<file path="config.mk">
export PLATFORM = sky130hd
export DESIGN_NAME = booth_mul_sequencer
export DESIGN_NICKNAME = d
export VERILOG_FILES = /design/src/rtl/booth_pkg.sv /design/src/rtl/booth_op_fifo.sv /design/src/rtl/booth_mul_sequencer.sv
export SDC_FILE = /design/constraint.sdc
export NUM_CORES = 1
export LEC_CHECK = 0
export ABC_AREA = 1
export CELL_PAD_IN_SITES_DETAIL_PLACEMENT = 1
export CELL_PAD_IN_SITES_GLOBAL_PLACEMENT = 1
export CORE_UTILIZATION = 40
export CTS_CLUSTER_DIAMETER = 100
export DETAILED_ROUTE_END_ITERATION = 10
export PLACE_DENSITY = 0.81
export SYNTH_ARGS = -nofsm -noshare
export SYNTH_HDL_FRONTEND = slang
export SYNTH_HIERARCHICAL = 1
export SYNTH_SLANG_ARGS = --single-unit
</file>
<file path="constraint.sdc">
create_clock -name clk -period 3.1 [get_ports clk]
set_input_delay 0.465 -clock clk [delete_from_list [all_inputs] [get_ports clk]]
set_output_delay 0.465 -clock clk [all_outputs]
set_load 0.05 [all_outputs]
</file>
<file path="src/rtl/booth_pkg.sv">
// Shared types and default widths for the Booth multiplier sequencer.
package booth_pkg;

    localparam int unsigned WIDTH_IN      = 16;
    localparam int unsigned WIDTH_PRODUCT = 32;

    typedef enum logic [1:0] {
        IDLE,
        LOAD,
        LOAD_PP,
        WAIT
    } state_e;

    typedef struct packed {
        logic [WIDTH_IN-1:0] a;
        logic [WIDTH_IN-1:0] b;
    } operand_t;

endpackage

</file>
<file path="src/rtl/booth_op_fifo.sv">
// Synchronous operand FIFO; power-of-two depth, pointers wrap naturally.
module booth_op_fifo #(
    parameter int unsigned DEPTH = 4,
    parameter type payload_t = booth_pkg::operand_t
) (
    input  logic                     clk,
    input  logic                     reset,
    input  logic                     push,
    input  payload_t                 push_data,
    input  logic                     pop,
    output payload_t                 pop_data,
    output logic                     empty,
    output logic                     full,
    output logic [$clog2(DEPTH):0]   count
);

    localparam int unsigned PTR_W = $clog2(DEPTH);
    localparam logic [PTR_W:0] DEPTH_C = (PTR_W + 1)'(DEPTH);

    payload_t         mem_q [DEPTH];
    payload_t         mem_d [DEPTH];
    logic [PTR_W-1:0] wr_ptr_q, wr_ptr_d;
    logic [PTR_W-1:0] rd_ptr_q, rd_ptr_d;
    logic [PTR_W:0]   count_q, count_d;
    logic             do_push, do_pop;

    assign empty    = (count_q == '0);
    assign full     = (count_q == DEPTH_C);
    assign count    = count_q;
    assign pop_data = mem_q[rd_ptr_q];

    always_comb begin
        do_push  = push && !full;
        do_pop   = pop && !empty;
        mem_d    = mem_q;
        wr_ptr_d = wr_ptr_q;
        rd_ptr_d = rd_ptr_q;
        count_d  = count_q;
        if (do_push) begin
            mem_d[wr_ptr_q] = push_data;
            wr_ptr_d        = wr_ptr_q + 1'b1;
        end
        if (do_pop) begin
            rd_ptr_d = rd_ptr_q + 1'b1;
        end
        case ({do_push, do_pop})
            2'b10:   count_d = count_q + 1'b1;
            2'b01:   count_d = count_q - 1'b1;
            default: count_d = count_q;
        endcase
    end

    always_ff @(posedge clk or negedge reset) begin
        if (!reset) begin
            for (int unsigned i = 0; i < DEPTH; i++) begin
                mem_q[i] <= '0;
            end
            wr_ptr_q <= '0;
            rd_ptr_q <= '0;
            count_q  <= '0;
        end else begin
            mem_q    <= mem_d;
            wr_ptr_q <= wr_ptr_d;
            rd_ptr_q <= rd_ptr_d;
            count_q  <= count_d;
        end
    end

endmodule

</file>
<file path="src/rtl/booth_mul_sequencer.sv">
// Feeds buffered operand pairs to the Booth multiplier, waits for its product
// (with a timeout watchdog) and presents the result on a valid/ready stream.
module booth_mul_sequencer #(
    parameter int unsigned WIDTH_IN      = booth_pkg::WIDTH_IN,
    parameter int unsigned WIDTH_PRODUCT = booth_pkg::WIDTH_PRODUCT,
    parameter int unsigned FIFO_DEPTH    = 4,
    parameter int unsigned TIMEOUT       = 40
) (
    input  logic                     clk,
    input  logic                     reset,
    input  logic                     op_valid,
    output logic                     op_ready,
    input  logic [WIDTH_IN-1:0]      op_a,
    input  logic [WIDTH_IN-1:0]      op_b,
    output logic [WIDTH_IN-1:0]      mul_a,
    output logic [WIDTH_IN-1:0]      mul_b,
    output logic                     mul_ld,
    output logic                     mul_ld_pp,
    input  logic                     mul_ld_p,
    input  logic [WIDTH_PRODUCT-1:0] mul_product,
    output logic                     res_valid,
    input  logic                     res_ready,
    output logic [WIDTH_PRODUCT-1:0] res_product,
    output logic                     res_err,
    output logic                     busy
);

    import booth_pkg::*;

    localparam int unsigned CNT_W  = $clog2(TIMEOUT + 1);
    localparam int unsigned FCNT_W = $clog2(FIFO_DEPTH) + 1;

    typedef struct packed {
        logic [WIDTH_IN-1:0] a;
        logic [WIDTH_IN-1:0] b;
    } op_pair_t;

    state_e                   state_q, state_d;
    logic [WIDTH_IN-1:0]      mul_a_q, mul_a_d;
    logic [WIDTH_IN-1:0]      mul_b_q, mul_b_d;
    logic                     mul_ld_q, mul_ld_d;
    logic                     mul_ld_pp_q, mul_ld_pp_d;
    logic [CNT_W-1:0]         cnt_q, cnt_d;
    logic                     res_valid_q, res_valid_d;
    logic [WIDTH_PRODUCT-1:0] res_product_q, res_product_d;
    logic                     res_err_q, res_err_d;
    logic                     rdy_en_q, rdy_en_d;

    op_pair_t                 fifo_in, fifo_head;
    logic                     fifo_push, fifo_pop, fifo_empty, fifo_full;
    logic [FCNT_W-1:0]        fifo_count;
    logic                     res_load;

    // op_ready stays low while in reset and for the partial cycle after release
    assign op_ready    = rdy_en_q && !fifo_full;
    assign fifo_push   = op_valid && op_ready;
    assign mul_a       = mul_a_q;
    assign mul_b       = mul_b_q;
    assign mul_ld      = mul_ld_q;
    assign mul_ld_pp   = mul_ld_pp_q;
    assign res_valid   = res_valid_q;
    assign res_product = res_product_q;
    assign res_err     = res_err_q;
    assign busy        = (state_q != IDLE) || (fifo_count != '0);

    booth_op_fifo #(
        .DEPTH     (FIFO_DEPTH),
        .payload_t (op_pair_t)
    ) u_fifo (
        .clk       (clk),
        .reset     (reset),
        .push      (fifo_push),
        .push_data (fifo_in),
        .pop       (fifo_pop),
        .pop_data  (fifo_head),
        .empty     (fifo_empty),
        .full      (fifo_full),
        .count     (fifo_count)
    );

    always_comb begin
        fifo_in.a     = op_a;
        fifo_in.b     = op_b;
        state_d       = state_q;
        mul_a_d       = mul_a_q;
        mul_b_d       = mul_b_q;
        mul_ld_d      = 1'b0;
        mul_ld_pp_d   = 1'b0;
        cnt_d         = cnt_q;
        res_product_d = res_product_q;
        res_err_d     = res_err_q;
        res_load      = 1'b0;
        rdy_en_d      = 1'b1;
        fifo_pop      = 1'b0;

        unique case (state_q)
            IDLE: begin
                if (!fifo_empty && (!res_valid_q || res_ready)) begin
                    fifo_pop = 1'b1;
                    mul_a_d  = fifo_head.a;
                    mul_b_d  = fifo_head.b;
                    mul_ld_d = 1'b1;
                    state_d  = LOAD;
                end
            end
            LOAD: begin
                mul_ld_pp_d = 1'b1;
                state_d     = LOAD_PP;
            end
            LOAD_PP: begin
                cnt_d   = '0;
                state_d = WAIT;
            end
            WAIT: begin
                cnt_d = cnt_q + 1'b1;
                // A product arriving on the last allowed cycle beats the watchdog
                if (mul_ld_p) begin
                    res_load      = 1'b1;
                    res_product_d = mul_product;
                    res_err_d     = 1'b0;
                    state_d       = IDLE;
                end else if (cnt_q == CNT_W'(TIMEOUT - 1)) begin
                    res_load      = 1'b1;
                    res_product_d = '0;
                    res_err_d     = 1'b1;
                    state_d       = IDLE;
                end
            end
        endcase

        if (res_load) begin
            res_valid_d = 1'b1;
        end else if (res_valid_q && res_ready) begin
            res_valid_d = 1'b0;
        end else begin
            res_valid_d = res_valid_q;
        end
    end

    always_ff @(posedge clk or negedge reset) begin
        if (!reset) begin
            state_q       <= IDLE;
            mul_a_q       <= '0;
            mul_b_q       <= '0;
            mul_ld_q      <= 1'b0;
            mul_ld_pp_q   <= 1'b0;
            cnt_q         <= '0;
            res_valid_q   <= 1'b0;
            res_product_q <= '0;
            res_err_q     <= 1'b0;
            rdy_en_q      <= 1'b0;
        end else begin
            state_q       <= state_d;
            mul_a_q       <= mul_a_d;
            mul_b_q       <= mul_b_d;
            mul_ld_q      <= mul_ld_d;
            mul_ld_pp_q   <= mul_ld_pp_d;
            cnt_q         <= cnt_d;
            res_valid_q   <= res_valid_d;
            res_product_q <= res_product_d;
            res_err_q     <= res_err_d;
            rdy_en_q      <= rdy_en_d;
        end
    end

endmodule

</file>
Word level (Yosys, flattened, before mapping)
Cells that the tools add are included.

cells by class
  add/subtract/negate cells = 5
  magnitude comparators = 3
  reduce and logical (&&, ||, !) cells = 23
  equality and inequality tests = 9
  mux-type cells = 24
  bitwise logic cells = 2

operator list
  cell                 count
  $mux 32              5
  $bwmux 128           1
  $bmux 32 s2          1
  $demux 32 s2         1
  $pmux 6 s2           1
  $mux 1               10
  $reduce_bool 2->1    5
  $pmux 2 s4           1
  $logic_and 1x1->1    7
  $add 6x1->6 const B  1
  $eq 2x2->1 const B   3
  $eq 6x6->1 const B   1
  $ge 3x3->1 const B   2
  $mux 2               3
  $not 2->3            2
  $pmux 3 s2           1
  $reduce_and 2->1     3
  $add 2x1->2 const B  2
  $eq 2x1->1 const B   2
  $add 3x1->3 const B  1
  $eq 3x3->1 const B   1
  $logic_not 1->1      3
  $logic_not 3->1      1
  $lt 3x1->1 const B   1
  other kinds (6)      7

storage, ports and cells
  bits in registers = 212
  output and inout port bits = 70
  logic and storage cells = 87

Longest topological paths before layout
Gate-level depths: netlist of run 1.

  depth in word-level cells = 8
  gate-level depth with buffers = 17
  mapped depth without buffers = 16

Modules after synthesis
Netlist of run 1, hierarchy kept.

by module, submodules not included
  module               times used  area an instance (µm²)  cells each
  booth_op_fifo        1           6707.7                  841
  booth_mul_sequencer  1           3130.5                  351

Worst setup path after synthesis of run 1
Ideal clock, no wire load.

  path kind = flip-flop to flip-flop
  start point = register u_fifo.count_q[1] (netlist: u_fifo/count[1])
  end point = register u_fifo.count_q[2] (netlist: u_fifo/count[2])
  setup time = 0.117 ns
  clock period less this slack = 2.389 ns
  data required time = 2.983 ns
  arrival = 2.272 ns
  slack = 0.711 ns
  path buffers = 4
  stages on the path, launching flop included = 17
  path through = dfrtp_1 nor2_2 nand2_4 buf_6 buf_6 inv_2 nor3b_1 buf_2 buf_4 nand2_1 ha_1 inv_1 fa_1 nand2_1 nand3_1 nand2_1 nand2_1

RTL lines
  element                                          line                       RTL
  start: declaration                               booth_op_fifo.sv:24        logic [PTR_W:0] count_q, count_d;
  start signal: assignment                         booth_op_fifo.sv:65        count_q <= count_d;
  $eq 3x3->1 *                                     booth_op_fifo.sv:28        assign full = (count_q == DEPTH_C);
  via fifo_full                                    booth_mul_sequencer.sv:50  logic fifo_push, fifo_pop, fifo_empty, fifo_full;
  $logic_not 1->1 *                                booth_mul_sequencer.sv:55  assign op_ready = rdy_en_q && !fifo_full;
  $logic_and 1x1->1 *                              booth_mul_sequencer.sv:55
  $logic_and 1x1->1 *                              booth_mul_sequencer.sv:56  assign fifo_push = op_valid && op_ready;
  via fifo_push                                    booth_mul_sequencer.sv:50
  $logic_and 1x1->1 *                              booth_op_fifo.sv:33        do_push = push && !full;
  $eq 2x1->1 or $eq 2x2->1 (tied branches)         booth_op_fifo.sv:46        case ({do_push, do_pop})
  $pmux 3 s2 or $reduce_bool 2->1 (tied branches)  -

The timed path passes the listed nets; every way through them passes the cells marked *.
A chain may end at the register's enable or synchronous reset.

Final worst setup path of run 1
  start point = register state_q[0]
  end point = output port busy

on the way
  word-level cells in the longest chain between the ends = 2

ends and longest elaborated chain
  element                   line                        RTL
  start: declaration        booth_mul_sequencer.sv:38   state_e state_q, state_d;
  start signal: assignment  booth_mul_sequencer.sv:153  state_q <= state_d;
  $reduce_bool 2->1         booth_mul_sequencer.sv:64   assign busy = (state_q != IDLE) || (fifo_count != '0);
  $logic_or 1x1->1          booth_mul_sequencer.sv:64
  end: declaration          booth_mul_sequencer.sv:25   output logic busy

No other way between the ends.

==> results.json, run 1 <==
{
  "fill_cells": 2877,
  "drcViolationCount": 0,
  "syn_nets": 1273,
  "period_minus_slack_ps": 2650,
  "min_path_cells": 2,
  "use_met2_pct": 39.7,
  "power_mw": 14.4,
  "area_growth_pct": 24.2,
  "ys.warnings.count": 6,
  "cts_max_path_buffers": 3,
  "synth_top_area_share_pct": 53.9,
  "ant_nets": 0,
  "synth.distinct_cells": 29,
  "skew_ps": 8.43,
  "vias_per_cell": 5.31,
  "relSlewSlack_pct": 37.7,
  "gr-total-overflow": 0,
  "crit_cells": 4,
  "core_sq_um": 24200,
  "cp.arrival_ps": 2190,
  "cp-end-kind": "output port",
  "final_common_cell": "nand2_1",
  "p_leak_nw": 6.11,
  "start_util_pct": 40.6,
  "drive_above_1_share_pct": 6.79,
  "port_buffers": 138,
  "h-tree-depth": 1,
  "critical_path_required_ps": 2630,
  "hold_path.class": "reg -> reg",
  "ys_ff_latch": 212,
  "clk_latency_ps": 520,
  "synth_cells": 1192,
  "cp_slowest_stage_delay_ps": 800,
  "yosysTopAreaCell": "dfrtp_1",
  "clk_pin_slew_ps": 60,
  "gp_congestion": 0.769,
  "worstMarginPinSlew_ps": 934,
  "grt-busiest-layer": "met2",
  "peakVddDrop_mv": 0.514,
  "core.rowCount": 57,
  "synthArstFlopShare_pct": 100,
  "grt_use_total_pct": 23.7,
  "hold_violations": 0,
  "final-setup-viol-count": 0,
  "synth_edf_count": 0,
  "num_vias": 8680,
  "grt_pass1_wl_mm": 48.9,
  "grt_use_met1_pct": 32.3,
  "ctsResizeCount": 0,
  "ctsHoldBuffers": 1,
  "synthesis.area_sq_um": 9840,
  "synth_ff_type": "dfrtp_1",
  "cellPowerDensity_nw_per_um2": 1180,
  "timing.fmax_mhz": 377,
  "critical_path.cell_chain": "inv_1, ha_1, nand2_1, clkdlybuf4s50_1",
  "cp-start-kind": "flip-flop",
  "crit_type": "reg -> out",
  "drtPass1Iterations": 5,
  "layout_common_cells": "nand2_1, dfrtp_1, clkdlybuf4s50_1, nand4_1, nor2_1",
  "dieWidth_microns": 159,
  "drtIter0Drc": 554,
  "routedWlPerCell_microns": 18.0,
  "dieArea_sq_um": 25200,
  "hpwlAfterDp_mm": 17.4,
  "setup_tns_ps": 0,
  "synth_area_leaders": "dfrtp_1, nand2_1, nand4_1",
  "cap_violations": 0,
  "crit_fanout": 4,
  "cts_root_buf": "clkbuf_16",
  "grtUsageMet3_pct": 3.29,
  "ios": 139,
  "status": "finished, final reports clean",
  "wirelength_mm": 29.5,
  "cts-buffers-inserted": 25,
  "rsz0062_at_grt": "false",
  "grt_max_degree": 93,
  "cts_setup_buffers": 0,
  "diodes": 0,
  "seq_area_frac_synth_pct": 53.9,
  "crit_family": "buffers and inverters",
  "fin_crit_sh_pct": 85.6,
  "path_buf_inv": 2,
  "fin_util_pct": 50.4,
  "worstRegToRegCells": 8,
  "die_h_microns": 159,
  "antenna_found_initial": 0,
  "avgSynthCellArea_sq_um": 8.25,
  "grt_pass1_vias": 9197,
  "nets": 1375,
  "crit_slowest_cell": "clkdlybuf4s50_1",
  "cts.sinks": 212,
  "final_max_slew_viol_count": 0,
  "cts_tree": "yes"
}
==> report_power, final <==
part	leakage [nW]	internal (mW)	switching (mW)	total, mW
combinational	3.01	2.00	4.56	6.56
sequential	2.68	4.02	0.704	4.73
clock	0.421	1.92	1.17	3.09
total	6.11	7.95	6.43	14.4
==> per-stage QoR <==
stage	setup WS [ps]	std cells	area (sq um)	hold WS, ps
2_1_floorplan	711	1192	9840	169
3_3_place_gp	709	1590	11300	448
3_5_place_dp	595	1590	11300	453
4_1_cts	387	1635	12200	468
5_1_grt	353	1635	12200	487
6_report	447	1635	12200	466
==> cell usage after synthesis, types with 2 or more instances <==
cell / number
buf_4: 5
ha_1: 11
nand2_4: 2
o21ai_0: 31
clkbuf_1: 17
buf_1: 7
nor2_1: 99
nand2_2: 2
dfrtp_1: 212
nand2_1: 484
nand3_2: 6
buf_6: 13
nand3_1: 11
nor3_1: 2
o21ai_1: 71
inv_2: 5
inv_1: 25
nand4_1: 130
buf_2: 49
==> worst paths after layout <==
check	endpoint	start	slack (ps)
setup / recovery	busy	state_q[0]$_DFFE_PN0P_	450
hold / removal	res_product[7]$_DFFE_PN0P_	res_product[7]$_DFFE_PN0P_	470
setup reg to reg	u_fifo/count[1]$_DFFE_PN0P_	u_fifo/count[0]$_DFFE_PN0P_	810
hold reg to reg	res_product[7]$_DFFE_PN0P_	res_product[7]$_DFFE_PN0P_	470
max in group asynchronous	u_fifo/mem_q[113]$_DFFE_PN0P_	reset	1630
min in group asynchronous	cnt_q[0]$_DFFE_PN0P_	reset	550
==> registers in the layout, summed over array words and instances, names as in the netlist <==
signal / flops
u_fifo/count: 3
res_err: 1
mul_b: 16
mul_a: 16
mul_ld_pp: 1
res_product: 32
cnt_q: 6
u_fifo/rd_ptr_q: 2
u_fifo/mem_q: 128
rdy_en_q: 1
mul_ld: 1
state_q: 2
res_valid: 1
u_fifo/wr_ptr_q: 2
==> cells by family (layout without fill, tap and decap cells) <==
family	count (synthesis)	count (layout)	synth area share, %
buffers and inverters	121	240	6.42
other	1	1	0.0381
AND/OR/NAND/NOR	739	739	32.3
XOR/XNOR	1	1	0.0890
AO/OA/AOI/OAI	106	106	5.58
flip-flops	212	212	53.9
adder cells (fa/ha/maj)	12	12	1.60
==> final cells by class <==
type                    count  area (sq um)  share of cell area [%]
flip-flops and latches    212          5310                    43.4
multi-input cells         859          3910                    32.0
repair buffers            166          1620                    13.3
clock buffers              34           709                    5.81
well taps                 324           405                    3.32
clock inverters            10           155                    1.27
inverters                  30           113                   0.922
==> worst reg2reg max path, delay by kind of cell (launching register included) <==
kind	cells	cell delay [ps]
adder cells (fa/ha/maj)	2	680
buffers and inverters	2	520
flip-flops	1	420
AND/OR/NAND/NOR	3	400
AO/OA/AOI/OAI	1	190
==> layer usage <==
layer / up-vias / routed length (microns)
li1: 4100 / -
met1: 4317 / 13700
met2: 225 / 14000
met3: 38 / 1420
met4: 0 / 415
met5: - / 0
No activity file was read; power rests on OpenSTA's default activity.
==> inputs of run 2 (changes only) <==
--- a/config.mk
+++ b/config.mk
@@ -5,13 +5,13 @@
 export SDC_FILE = /design/constraint.sdc
 export NUM_CORES = 1
 export LEC_CHECK = 0
-export ABC_AREA = 1
+export CAP_MARGIN = 20
 export CELL_PAD_IN_SITES_DETAIL_PLACEMENT = 1
 export CELL_PAD_IN_SITES_GLOBAL_PLACEMENT = 1
 export CORE_UTILIZATION = 40
 export CTS_CLUSTER_DIAMETER = 100
 export DETAILED_ROUTE_END_ITERATION = 10
-export PLACE_DENSITY = 0.81
+export PLACE_DENSITY = 0.75
 export SYNTH_ARGS = -nofsm -noshare
 export SYNTH_HDL_FRONTEND = slang
 export SYNTH_HIERARCHICAL = 1
==> results.json, run 2 <==
{
  "cts.sinks": 212,
  "avgSynthCellArea_sq_um": 16.5,
  "wl_met1_mm": 8.62,
  "gr-total-overflow": 0,
  "placed_area_sq_um": 10600,
  "synth_ff_type": "dfrtp_1",
  "antenna_found_initial": 0,
  "core.rowCount": 54,
  "yosysTopAreaCell": "dfrtp_1",
  "area_growth_pct": 27.0,
  "worstMarginPinSlew_ps": 992,
  "grt_pass1_wl_mm": 33.3,
  "grt_use_total_pct": 18.1,
  "wirelength_mm": 20.1,
  "synthesis.area_sq_um": 9000,
  "clk_latency_ps": 510,
  "drcViolationCount": 17,
  "cts_root_buf": "clkbuf_16",
  "setup_tns_ps": 0,
  "hpwlAfterDp_mm": 12.5,
  "top_layer_used": "met4",
  "p_leak_nw": 4.84,
  "worstRegToRegCells": 11,
  "die_h_microns": 152,
  "cts_max_path_buffers": 3,
  "largest_reg_flops": 128,
  "crit_slowest_cell": "clkdlybuf4s50_1",
  "layout_common_cells": "dfrtp_1, mux2_2, clkdlybuf4s50_1, mux4_2, a22o_1",
  "power_mw": 13.7,
  "crit_fanout": 6,
  "r2r_slack_ps": 590,
  "clk_pin_slew_ps": 60,
  "power_switching_mw": 4.98,
  "synthTopCellsByCount": "dfrtp_1, mux2_2, mux4_2, a22o_1, buf_6",
  "rr_startpoint": "u_fifo/count[0]$_DFFE_PN0P_",
  "hold_path.class": "in -> async",
  "nets": 769,
  "critical_path_required_ps": 2630,
  "drive_above_1_share_pct": 36.8,
  "clkPwrFrac_pct": 20.6,
  "cellPowerDensity_nw_per_um2": 1200,
  "grt_max_degree": 86,
  "finalInstanceArea_sq_um": 11400,
  "final_common_cell": "dfrtp_1",
  "skew_ps": 7.37,
  "syn_nets": 627,
  "peakVddDrop_mv": 0.742,
  "crit_type": "reg -> out",
  "regMostFlops": "u_fifo/mem_q",
  "drtIter0Drc": 145,
  "period_minus_slack_ps": 2780,
  "cts_setup_buffers": 0,
  "cts_tree": "yes",
  "reg2reg_to": "u_fifo/count[2]$_DFFE_PN0P_",
  "cp.arrival_ps": 2310,
  "grt_pass1_vias": 6057,
  "diodes": 0,
  "gp_congestion": 0.727,
  "num_vias": 5162,
  "core_sq_um": 22000,
  "port_buffers": 138,
  "hold_violations": 0,
  "synth_cells": 546,
  "drtPass1Iterations": 9,
  "final_max_slew_viol_count": 0,
  "dp.cells": 943,
  "seq_area_frac_synth_pct": 58.9,
  "h-tree-depth": 1,
  "ys_ff_latch": 212,
  "ant_nets": 0,
  "p_sw_share_pct": 36.2,
  "synth_area_leaders": "dfrtp_1, mux2_2, mux4_2",
  "crit_path_end": "op_ready",
  "fin_crit_sh_pct": 89.6,
  "timing.fmax_mhz": 360,
  "hold_slack_ps": 5.66,
  "synth_edf_count": 0,
  "final-setup-viol-count": 0,
  "violations": "design-rule violations",
  "cts-buffers-inserted": 23,
  "wl_met2_mm": 10.0,
  "synthArstFlopShare_pct": 100,
  "cp_slowest_stage_delay_ps": 850,
  "critical_path.cell_chain": "nor3b_4, buf_4, nor2b_1, clkdlybuf4s50_1",
  "finalNonFillerCells": 984,
  "routedWlPerCell_microns": 20.5,
  "synth_top_area_share_pct": 58.9,
  "cp-start-kind": "flip-flop",
  "synth.distinct_cells": 43,
  "combPwrFrac_pct": 42.7,
  "start_util_pct": 41.0,
  "startpoint": "u_fifo/count[2]$_DFFE_PN0P_",
  "ys.warnings.count": 6,
  "seqPwrFrac_pct": 36.7,
  "dieArea_sq_um": 23100,
  "dieWidth_microns": 152,
  "vias_per_cell": 5.25,
  "yosysMostFrequentCell": "dfrtp_1",
  "ios": 139,
  "power.internal_mw": 8.76,
  "cap_violations": 0,
  "cp-end-kind": "output port",
  "status": "complete, but fails checks",
  "dr_wl_met3_mm": 1.11,
  "rsz0062_at_grt": "false",
  "relSlewSlack_pct": 33.9
}
==> run 2: area by class of cell <==
cell class	instances	area (sq um)
Clock buffer	31	656
Timing Repair Buffer	148	1520
Clock inverter	10	135
Fill cell	2052	10500
Multi-Input combinational cell	296	3430
Tap cell	280	350
Inverter	7	26.3
Sequential cell	212	5310
==> run 2: worst max-delay path, delay by kind of cell, from the launching register on <==
family,cells,cell delay [ps]
buffers and inverters,2,1030
DFF,1,430
and+or+nand+nor,2,340
==> run 2: worst min-delay path by stage <==
| stage | start | to | slack (ps) |
|---|---|---|---|
| 3_5_place_dp | res_product[28]$_DFFE_PN0P_ | res_product[28]$_DFFE_PN0P_ | 490 |
| 3_3_place_gp | cnt_q[5]$_DFFE_PN0P_ | cnt_q[5]$_DFFE_PN0P_ | 470 |
| 5_1_grt | reset | mul_b[1]$_DFFE_PN0P_ | 60 |
| 6_report | reset | mul_b[1]$_DFFE_PN0P_ | 6 |
| 2_1_floorplan | reset | cnt_q[0]$_DFFE_PN0P_ | 170 |
| 4_1_cts | reset | mul_b[1]$_DFFE_PN0P_ | 20 |
==> run 2: cell families (layout without fill, tap and decap cells) <==
kind of cell    after synthesis  after routing  synth area share [%]
flops                       212            212                  58.9
mux                         197            197                  28.7
compound gates               45             45                  4.25
buf+inv                      38            196                  3.35
simple gates                 35             35                  2.42
fa+ha+maj                    12             12                  1.75
xor+xnor                      6              6                 0.584
other cells                   1              1                0.0417
==> run 2: metrics by stage <==
step | setup slack, ps | utilization, %
after floorplan | 481 | -
after global placement | 577 | 48.4
after detailed placement | 420 | 48.4
after CTS | 261 | 52.0
after global routing | 191 | 52.0
final | 322 | 52.0
==> run 2: power groups by stage <==
stage	registers, mW	clock network [mW]	logic (mW)
2_1_floorplan	6.12	0	3.02
3_3_place_gp	4.93	0	5.71
3_5_place_dp	5.07	0	5.92
4_1_cts	5.06	2.92	5.96
5_1_grt	5.23	3.01	6.23
6_report	5.03	2.83	5.87
==> run 2: repair_timing <==
item / 4_1_cts / 5_1_grt
resized for setup: 1 / 0
endpoints found under the setup margin: 1 / 0
hold buffers: 0 / 0
==> run 2: per-layer routing <==
| metal | up-vias | track usage [%] |
|---|---|---|
| met3 | 33 | 4.14 |
| met1 | 2703 | 23.4 |
| li1 | 2277 | - |
| met4 | 0 | 4.08 |
| met5 | - | 0 |
| met2 | 149 | 31.1 |
==> inputs of run 3 (changes only) <==
--- a/config.mk
+++ b/config.mk
@@ -8,10 +8,10 @@
 export CAP_MARGIN = 20
 export CELL_PAD_IN_SITES_DETAIL_PLACEMENT = 1
 export CELL_PAD_IN_SITES_GLOBAL_PLACEMENT = 1
-export CORE_UTILIZATION = 40
+export CORE_UTILIZATION = 45
 export CTS_CLUSTER_DIAMETER = 100
 export DETAILED_ROUTE_END_ITERATION = 10
-export PLACE_DENSITY = 0.75
+export PLACE_DENSITY = 0.82
 export SYNTH_ARGS = -nofsm -noshare
 export SYNTH_HDL_FRONTEND = slang
 export SYNTH_HIERARCHICAL = 1
==> results.json, run 3 (synthesized netlist as in run 2, its figures left out) <==
{
  "status": "finished, final reports clean",
  "final_common_cell": "dfrtp_1",
  "h-tree-depth": 1,
  "r2r_slack_ps": 570,
  "power_mw": 13.8,
  "grt_pass1_wl_mm": 34.2,
  "drtPass1Iterations": 4,
  "worstRegToRegCells": 11,
  "p_leak_nw": 4.85,
  "cts_root_buf": "clkbuf_16",
  "final-setup-viol-count": 0,
  "crit_cells": 4,
  "cts_setup_buffers": 0,
  "hold_slack_ps": 28.4,
  "critical_path.cell_chain": "nor3b_4, buf_4, nor2b_1, clkdlybuf4s50_1",
  "clk_pin_slew_ps": 60,
  "start_util_pct": 46.1,
  "crit_fanout": 6,
  "peakVddDrop_mv": 0.705,
  "final_max_slew_viol_count": 0,
  "grt_max_degree": 93,
  "cap_violations": 0,
  "critical_path_required_ps": 2630,
  "gp_congestion": 0.789,
  "largest_reg_flops": 128,
  "drive_above_1_share_pct": 36.9,
  "rsz0062_at_grt": "false",
  "wirelength_mm": 21.0,
  "crit_family": "buffers and inverters",
  "clk_latency_ps": 510,
  "cellPowerDensity_nw_per_um2": 1210,
  "vias_per_cell": 5.35,
  "grt_use_total_pct": 21.7,
  "fin_crit_sh_pct": 90.4,
  "worstMarginPinSlew_ps": 959,
  "gr-total-overflow": 0,
  "hold_path.class": "in -> async",
  "setup_tns_ps": 0,
  "regMostFlops": "u_fifo/mem_q",
  "num_vias": 5187,
  "crit_slowest_cell": "clkdlybuf4s50_1",
  "ios": 139,
  "hold_violations": 0,
  "cp_slowest_stage_delay_ps": 870,
  "startpoint": "u_fifo/count[2]$_DFFE_PN0P_",
  "dieArea_sq_um": 20600,
  "diodes": 0,
  "port_buffers": 138,
  "routedWlPerCell_microns": 21.6,
  "hpwlAfterDp_mm": 13.0,
  "dieWidth_microns": 143,
  "crit_type": "reg -> out",
  "grt_pass1_vias": 6184,
  "drcViolationCount": 0,
  "cts_max_path_buffers": 3,
  "timing.fmax_mhz": 357,
  "relSlewSlack_pct": 36.1,
  "area_growth_pct": 26.9,
  "cts-buffers-inserted": 23,
  "cp.arrival_ps": 2340,
  "cts.sinks": 212,
  "cts_tree": "yes",
  "core_sq_um": 19500,
  "layout_common_cells": "dfrtp_1, mux2_2, clkdlybuf4s50_1, mux4_2, a22o_1",
  "core.rowCount": 51,
  "ant_nets": 0,
  "antenna_found_initial": 1,
  "skew_ps": 7.84,
  "cp-end-kind": "output port",
  "cp-start-kind": "flip-flop",
  "drtIter0Drc": 210,
  "rr_startpoint": "u_fifo/count[0]$_DFFE_PN0P_",
  "nets": 769,
  "period_minus_slack_ps": 2800,
  "path_buf_inv": 2,
  "die_h_microns": 143
}
## run 3: layout make-up
| cell class | count | area (sq um) |
|---|---|---|
| flip-flops and latches | 212 | 5310 |
| well taps | 265 | 332 |
| multi-input cells | 296 | 3430 |
| fillers | 1825 | 8100 |
| repair buffers | 148 | 1530 |
| clock inverters | 10 | 133 |
| inverters | 7 | 26.3 |
| clock buffers | 32 | 669 |
## run 3: layer usage
layer,part of all wire (%),wire length (microns),track usage [%]
met3,6.7,1410,5.86
met2,50,10500,37.7
met4,1.9,388,4.54
met1,41,8650,27.1
met5,0.081,17,0
## run 3: timing repair
action,in CTS,in global routing
endpoints found under the setup margin,0,1
resized for setup,0,1
hold buffers,0,0
## run 3: final timing paths
path,to
setup reg to reg,u_fifo/count[2]$_DFFE_PN0P_
hold reg to reg,res_product[26]$_DFFE_PN0P_
setup / recovery,op_ready
min in group clk,res_product[26]$_DFFE_PN0P_
hold / removal,u_fifo/mem_q[35]$_DFFE_PN0P_
max in group asynchronous,u_fifo/mem_q[26]$_DFFE_PN0P_
## run 3: stage by stage
stage | setup WS (ps) | area, sq um | utilization (%) | instances
final | 297 | 11400 | 58.5 | 970
after global routing | 206 | 11400 | 58.5 | 970
after CTS | 22.6 | 11400 | 58.5 | 970
after detailed placement | 362 | 10600 | 54.4 | 928
after global placement | 591 | 10600 | 54.4 | 928
after floorplan | 481 | 9000 | - | 546
## run 3: power by group
group / internal, mW / switching (mW) / leakage, nW
sequential: 4.12 / 0.943 / 2.59
combinational: 2.91 / 2.99 / 1.87
clock: 1.76 / 1.11 / 0.401
total: 8.79 / 5.04 / 4.85
==> RTL edit, RTL diff (config.mk and constraints of run 3) <==
Make the reset (`reset`) synchronous in 2 clocked blocks.
--- a/src/rtl/booth_op_fifo.sv
+++ b/src/rtl/booth_op_fifo.sv
@@ -50,7 +50,7 @@
         endcase
     end
 
-    always_ff @(posedge clk or negedge reset) begin
+    always_ff @(posedge clk) begin
         if (!reset) begin
             for (int unsigned i = 0; i < DEPTH; i++) begin
                 mem_q[i] <= '0;
--- a/src/rtl/booth_mul_sequencer.sv
+++ b/src/rtl/booth_mul_sequencer.sv
@@ -137,7 +137,7 @@
         end
     end
 
-    always_ff @(posedge clk or negedge reset) begin
+    always_ff @(posedge clk) begin
         if (!reset) begin
             state_q       <= IDLE;
             mul_a_q       <= '0;
Formal check against the unedited RTL: differs if reset is asserted again (counterexample within 4 cycles, from zero or initial values and one cycle with reset low); with reset held inactive, the same outputs for 10 cycles.
==> RTL edit against run 3 <==
- via count rose by 30%
- routed wire length rose by 9.8%
- die area fell by 0.47%
- sequential cell count did not move
- critical path depth did not move
- cell area fell by 1.5%
- worst setup slack got worse by 0.21 ns
- synthesized area fell by 0.47%
- fmax fell by 7.0%
- synthesized cell count rose by 64%
- critical path type unchanged
- highest routed layer is now met4
Power is not compared: it rests on default switching activity, and its combinational part moved more than twofold at a synthesized area within 25%.
==> RTL edit: results (changes against run 3) <==
Met2 wire len = 11,600 um (+11%)
Worst Hold Class = input port to register
Total GRT Usage = 22.5% (+0.86 points)
Post-Syn Instances = 893 (+64%)
Grt met2 use = 42.0% (+4.3 points)
Top cells by count, synth = 304 x nand2_1, 212 x dfxtp_1, 133 x mux2i_1
Post-detail-place hpwl = 14,300 um (+9.9%)
Reg2reg end = u_fifo/count[2]
Pin count of the biggest net entering global routing = 111 (+19%)
Ratio of cells with drive above 1 in the final layout = 12.8% (-24 points)
Met1 Track Usage GR = 26.8% (-0.29 points)
N_diodes = 0 (unchanged)
Hold path cells = 1
Synth area leaders = dfxtp_1 47%, mux2i_1 15%, nand2_1 13%, mux4_2 8.0%, o22ai_2 4.2%
Routed length on met1 = 9980 um (+15%)
Top Family by Delay on Critical Path = buffers and inverters
Routability cong. = 0.727 (-7.8%)
Num CTS Buffers = 23 (unchanged)
Max Cap Viol = 0 (unchanged)
M3 GR Usage = 4.12% (-1.7 points)
Post-CTS resize count = 0 (unchanged)
Switch share = 28.0%
Vias per inst = 5.21 (-2.6%)
R2r startpoint = u_fifo/count[0]
Initial DRC Count = 367 (+75%)
First-pass GRT wire length = 36,500 um (+6.7%)
Synthesis Warnings = 6 (unchanged)
Hold path start = reset
Biggest register = u_fifo/mem_q
Syn nets = 974 (+55%)
Clock Skew = 0.0101 ns (+0.00229 ns)
Peak supply drop = 387 uV
Arrival time worst endpoint = 2.55 ns (+0.21 ns)
Uppermost layer routed = met4
Ys async rst share = 0% (-100 points)
Met3 wire length = 1180 um (-17%)
Critical-path maximum fanout = 4 (-2)
Number of global-route vias before repair = 7,145 (+16%)
Placed cell area = 10,500 um^2 (-1.2%)
Non-Filler Instances = 1,291 (+33%)
WL per Instance = 17.8 um (-18%)
Final hold slack = 0.235 ns (+0.206 ns)
NumNets Final = 1,091 (+42%)
Seq/Total Area, Yosys = 47.4% (-12 points)
Run status = finished clean
Initial antenna violation count = 0 (-1)
Synth unique cells = 40 (-7.0%)
Max stage delay on crit path = 0.75 ns (-0.12 ns)
Ys flop type = dfxtp_1
CTS Buffer Depth = 3 (unchanged)
Least-Margin Pin Slew = 1.05 ns (+0.0907 ns)
Reg2reg setup slack = 0.65 ns (+0.08 ns)
-- RTL edit: layout make-up --
cell class | instances | area (um^2)
clock buffer | 35 | 681
clock inverter | 6 | 80.1
fill | 2143 | 8220
inverter | 12 | 45.0
multi-input combinational | 604 | 4310
sequential | 212 | 4250
tap | 265 | 332
timing repair buffer | 157 | 1550
-- RTL edit: cells by family after synthesis --
| logic type | Yosys count | share of synthesized area (%) |
|---|---|---|
| fa+ha+maj | 12 | 1.76 |
| simple gates | 341 | 15.3 |
| flops | 212 | 47.4 |
| mux | 167 | 23.2 |
| buf+inv | 77 | 4.78 |
| xor+xnor | 2 | 0.196 |
| compound gates | 82 | 7.42 |
-- RTL edit: power groups by stage --
| stage | clock (mW) | combinational, mW | sequential [mW] |
|---|---|---|---|
| after global placement | 0 | 1.10 | 2.99 |
| after CTS | 2.82 | 1.13 | 2.94 |
| after floorplan | 0 | 0.633 | 3.08 |
| after detailed placement | 0 | 1.12 | 2.99 |
| after global routing | 2.93 | 1.20 | 2.95 |
| final | 2.77 | 1.12 | 2.93 |
-- RTL edit: worst max path at each step --
stage	from	endpoint	slack, ns	depth (start not counted)
5_1_grt	state_q[0]	busy	0.02	4
6_report	state_q[0]	busy	0.09	4
3_3_place_gp	res_ready	u_fifo/count[2]	0.40	11
2_1_floorplan	u_fifo/count[2]	u_fifo/count[2]	0.23	11
4_1_cts	state_q[0]	busy	0.08	4
3_5_place_dp	res_ready	u_fifo/count[2]	0.30	11
-- RTL edit: per-stage QoR --
| stage | setup slack (ns) | power [mW] |
|---|---|---|
| after global placement | 0.397 | 4.08 |
| after floorplan | 0.228 | 3.72 |
| after detailed placement | 0.297 | 4.12 |
| after global routing | 0.0163 | 7.08 |
| final | 0.0870 | 6.83 |
| after CTS | 0.0762 | 6.89 |
